[src/rtl/image_stream_3ch_tx.sv]
// rtl/image_stream_3ch_tx.sv - streams a stored 3-channel image, zero-padded, into a convolution input
// Raster scan over the padded frame; interior pixels read memory, border pixels emit zeros.
module image_stream_3ch_tx #(
  parameter int DATA_WIDTH = 32,
  parameter int IMG_WIDTH  = 56,
  parameter int IMG_HEIGHT = 56,
  parameter int PAD        = 1,
  parameter int ADDR_WIDTH = 12
) (
  input  logic                  clk,
  input  logic                  resetn,
  input  logic                  start,
  input  logic                  stall,
  output logic                  mem_rd_en,
  output logic [ADDR_WIDTH-1:0] mem_addr,
  input  logic [DATA_WIDTH-1:0] mem_rd_data_0,
  input  logic [DATA_WIDTH-1:0] mem_rd_data_1,
  input  logic [DATA_WIDTH-1:0] mem_rd_data_2,
  output logic [DATA_WIDTH-1:0] data_out_0,
  output logic [DATA_WIDTH-1:0] data_out_1,
  output logic [DATA_WIDTH-1:0] data_out_2,
  output logic                  data_valid_out,
  output logic                  busy,
  output logic                  done
);

  localparam int OUT_W = IMG_WIDTH + 2 * PAD;
  localparam int OUT_H = IMG_HEIGHT + 2 * PAD;
  localparam int CW    = $clog2(OUT_W + 1);
  localparam int RW    = $clog2(OUT_H + 1);

  localparam logic [CW-1:0] COL_LO   = CW'(PAD);
  localparam logic [CW-1:0] COL_HI   = CW'(OUT_W - PAD);
  localparam logic [CW-1:0] COL_LAST = CW'(OUT_W - 1);
  localparam logic [RW-1:0] ROW_LO   = RW'(PAD);
  localparam logic [RW-1:0] ROW_HI   = RW'(OUT_H - PAD);
  localparam logic [RW-1:0] ROW_LAST = RW'(OUT_H - 1);

  typedef enum logic [1:0] {
    IDLE,
    STREAM,
    DRAIN,
    DONE
  } state_t;

  state_t state, state_nxt;

  logic [CW-1:0]         col;
  logic [RW-1:0]         row;
  logic [ADDR_WIDTH-1:0] addr_cnt;
  logic [ADDR_WIDTH-1:0] addr_last;
  logic                  accept;
  logic                  issue;
  logic                  interior;
  logic                  last_pix;
  logic                  iss_valid;
  logic                  iss_interior;

  // busy is registered, so it still reads high in the cycle after DONE; gating on it
  // makes a start coinciding with the done pulse fall on the floor.
  assign accept   = (state == IDLE) && start && !busy;
  assign issue    = (state == STREAM) && !stall;
  assign interior = (row >= ROW_LO) && (row < ROW_HI) && (col >= COL_LO) && (col < COL_HI);
  assign last_pix = (row == ROW_LAST) && (col == COL_LAST);

  assign mem_rd_en = issue && interior;
  assign mem_addr  = mem_rd_en ? addr_cnt : addr_last;

  always_ff @(posedge clk or negedge resetn) begin
    if (!resetn) begin
      state <= IDLE;
    end else begin
      state <= state_nxt;
    end
  end

  always_comb begin
    state_nxt = state;
    case (state)
      IDLE:    if (accept) state_nxt = STREAM;
      STREAM:  if (issue && last_pix) state_nxt = DRAIN;
      DRAIN:   state_nxt = DONE;
      DONE:    state_nxt = IDLE;
      default: state_nxt = IDLE;
    endcase
  end

  // Linear address advances only on reads, which keeps it equal to row*IMG_WIDTH+col
  // of the unpadded image without a multiplier.
  always_ff @(posedge clk or negedge resetn) begin
    if (!resetn) begin
      row       <= '0;
      col       <= '0;
      addr_cnt  <= '0;
      addr_last <= '0;
    end else if (accept) begin
      row      <= '0;
      col      <= '0;
      addr_cnt <= '0;
    end else if (issue) begin
      if (col == COL_LAST) begin
        col <= '0;
        row <= row + RW'(1);
      end else begin
        col <= col + CW'(1);
      end
      if (interior) begin
        addr_cnt  <= addr_cnt + ADDR_WIDTH'(1);
        addr_last <= addr_cnt;
      end
    end
  end

  always_ff @(posedge clk or negedge resetn) begin
    if (!resetn) begin
      iss_valid    <= 1'b0;
      iss_interior <= 1'b0;
    end else begin
      iss_valid <= issue;
      if (issue) begin
        iss_interior <= interior;
      end
    end
  end

  always_ff @(posedge clk or negedge resetn) begin
    if (!resetn) begin
      data_out_0     <= '0;
      data_out_1     <= '0;
      data_out_2     <= '0;
      data_valid_out <= 1'b0;
    end else if (iss_valid) begin
      data_valid_out <= 1'b1;
      if (iss_interior) begin
        data_out_0 <= mem_rd_data_0;
        data_out_1 <= mem_rd_data_1;
        data_out_2 <= mem_rd_data_2;
      end else begin
        data_out_0 <= '0;
        data_out_1 <= '0;
        data_out_2 <= '0;
      end
    end else begin
      data_valid_out <= 1'b0;
    end
  end

  always_ff @(posedge clk or negedge resetn) begin
    if (!resetn) begin
      busy <= 1'b0;
      done <= 1'b0;
    end else begin
      busy <= (state != IDLE);
      done <= (state == DONE);
    end
  end

endmodule

[config.mk]
export PLATFORM = sky130hd
export DESIGN_NAME = image_stream_3ch_tx
export DESIGN_NICKNAME = d
export VERILOG_FILES = /design/src/rtl/image_stream_3ch_tx.sv
export SDC_FILE = /design/constraint.sdc
export NUM_CORES = 1
export LEC_CHECK = 0
export CAP_MARGIN = 20
export CORE_MARGIN = 2
export CORE_UTILIZATION = 35
export DETAILED_ROUTE_END_ITERATION = 8
export PLACE_DENSITY = 0.66
export REMOVE_ABC_BUFFERS = 1
export SYNTH_ARGS = -nofsm -noshare
export SYNTH_HDL_FRONTEND = slang
export SYNTH_SLANG_ARGS = --single-unit
[constraint.sdc]
create_clock -name clk -period 2 [get_ports clk]
set_input_delay 0.3 -clock clk [delete_from_list [all_inputs] [get_ports clk]]
set_output_delay 0.3 -clock clk [all_outputs]
set_load 0.1 [all_outputs]
==> out/metrics.cfg <==
[cts]
clockBufferDepth=2
cts_buffers=17
cts_tree=built
cts.sinks=139
htree_levels=4
clockRootBuffer=clkbuf_16
clk_pin_slew_ns=0.06
clk_latency_ns=0.41

[sta]
max_freq_mhz=395.3
slew_viol_final=0
final-hold-violation-count=0
setup_viol=13
worst_pin_slew_ns=0.4979
finClkSkew_ns=0.008782
holdWs_ns=0.4127
period_share=1.265
finalCriticalPeriod_ns=2.530
setup_ws_ns=-0.5299
maxSlewHeadroom=0.6681
rsz0062_at_grt=true
tns_ns=-6.625

[finish]
multi_input_area_mm2=0.002570
num_antenna_cells=0
fillers=1637
layout-drive-gt1-share=0.2764
final_cell_mix=139 x buf_4, 137 x dfrtp_1, 107 x nand3_1, 102 x inv_1, 99 x o21ai_0
syn_to_final_growth_pct=50.34
final_common_cell=buf_4
seqCellArea_mm2=0.003483
finish.net_count=1000

[logic_synthesis]
synth_cell_types=45
syn_avg_cell_area_um2=10.14
synth-edff-count=0
synth_area_mm2=0.006584
ys_async_sr_fraction=1.000
ys_seq_area_frac=0.5283
ys_seq_elements=139
syn_inst=649
ys_warn_count=0
synth_ff_type=dfrtp_1

[global_routing]
antenna_found_initial=0
grt_pass1_wl_um=27590
grt_start_max_net_pins=55
grt-ovfl-total=0
track_usage=0.1738
grt_pass1_vias=5337

[die]
start_util=0.3543
num_io_pins=212
die_y_um=141.2
die-area_mm2=0.01992
rows=50
die_x_um=141.2
core_mm2=0.01858

[worst_setup_path]
r2r_start=row[0]
cp_slowest_cell=dfrtp_1
ff2ff_setup_slack_ns=0.05
reg2regPathDepth=8
critical_path_class=reg2out
worst_path_most_repeated_cell=buf_12
arrival_ns=2.23
cp_max_fo=8
cpLargestDelayFamily=multiplexers
required_ns=1.70
path_buf_inv=3
reg2reg_to=addr_cnt[4]
crit_path_max_incr_delay_ns=0.42
startpoint_type=flip-flop
worstPathCellList=inv_1, ha_2, nand2b_4, mux2i_4, nand3_4, buf_12, mux2_4, buf_12
cp-end-kind=primary output

[placement]
dp_slack_ns=-0.2912
portBuffers=211
place_congestion=0.7676
dpl.hpwl_um=12050

[power_and_ir_drop]
vdd_drop_max_uv=992.3
clkPwrFrac=0.270
fin_total_pwr_uw=12650
power_density_mw_per_mm2=1278
p_sw_uw=5563
cellLeakagePower_uw=0.004612
comb_power_share=0.441
p_int_uw=7088
p_seq_frac=0.288
swShare=0.4397

[status]
violations=setup timing
status=finished with violations

[detailed_routing]
finalWirelength_um=17210
wire_per_inst_um=15.16
dr.pass1.iters=4
ant_nets=0
vias_per_cell=4.737
vias=5377
first_iter_violations=245
drc_errors=0

[job]
drv_cap=0

[worst_hold_path]
hp-class=in2async

-- worst max-delay path by stage --
| stage | from | endpoint | depth (start not counted) |
|---|---|---|---|
| floorplan | iss_valid | data_out_0[0] | 1 |
| global placement | row[0] | mem_addr[2] | 6 |
| detailed placement | row[0] | mem_addr[1] | 6 |
| CTS | row[1] | mem_addr[1] | 8 |
| global route | row[0] | mem_addr[0] | 8 |
| finish | row[0] | mem_addr[11] | 8 |
-- repair_timing --
item | in CTS | in global routing
resized for setup | 16 | 9
gates cloned | 0 | 0
hold endpoints to repair | 45 | 0
buffers inserted | 4 | 3
hold buffers | 1 | 0
pin swaps | 2 | 9
endpoints found under the setup margin | 25 | 15
-- power by group through the flow --
stage               registers, uW  clock network [uW]  logic (uW)
CTS                          3650                3510        5590
finish                       3650                3420        5580
global placement             3670                   0        5440
floorplan                    5890                   0        1570
detailed placement           3680                   0        5480
global route                 3720                3630        5850
-- routing by layer --
metal / track usage / wire, um
met1: 0.2283 / 7789
met2: 0.2905 / 8284
met3: 0.03940 / 923
met4: 0.04632 / 213
met5: 0 / 0
-- per-stage QoR --
stage          utilization  cells  area (um2)
2_1_floorplan            -    606        6382
4_1_cts             0.5301   1133        9849
5_1_grt             0.5327   1135        9898
3_3_place_gp        0.4905   1096        9114
3_5_place_dp        0.4905   1096        9114
6_report            0.5327   1135        9898
-- Yosys cell counts, types with 8 or more instances --
| library cell | n | area share |
|---|---|---|
| nand3_1 | 107 | 0.081 |
| inv_1 | 105 | 0.060 |
| ha_1 | 12 | 0.023 |
| nor4_4 | 8 | 0.026 |
| dfrtp_1 | 139 | 0.53 |
| a21oi_1 | 10 | 0.0076 |
| mux2_4 | 20 | 0.046 |
| o21ai_0 | 99 | 0.075 |
| nand2b_1 | 12 | 0.011 |
| clkbuf_1 | 30 | 0.017 |
| nand2_1 | 22 | 0.013 |
| mux2i_1 | 12 | 0.018 |
| nor2_1 | 8 | 0.0046 |
-- sequential cells by signal, indices dropped and copies added, names as in the netlist --
signal,count
data_out_1,32
data_out_0,32
row,6
busy,1
iss_interior,1
addr_cnt,12
addr_last,12
col,6
state,2
done,1
data_out_2,32
data_valid_out,1
iss_valid,1
-- area by class of cell --
type                    instances  area share
clock buffers                  18     0.04336
clock inverters                14     0.02124
inverters                     106     0.04045
multi-input cells             361      0.2596
flip-flops and latches        139      0.3519
well taps                     234     0.02958
repair buffers                263      0.2538
-- logic make-up (layout without fill, tap and decap cells) --
| family | count (synthesis) | in the layout | share of synthesized area |
|---|---|---|---|
| AOI/OAI and AO/OA | 119 | 119 | 0.09882 |
| buffers and inverters | 149 | 401 | 0.09103 |
| xor gates and xnor gates | 3 | 3 | 0.003992 |
| and+or+nand+nor | 186 | 186 | 0.1724 |
| DFF | 139 | 139 | 0.5283 |
| adders and majority gates | 12 | 12 | 0.02280 |
| muxes | 41 | 41 | 0.08267 |
No activity file was read; power rests on OpenSTA's default activity.
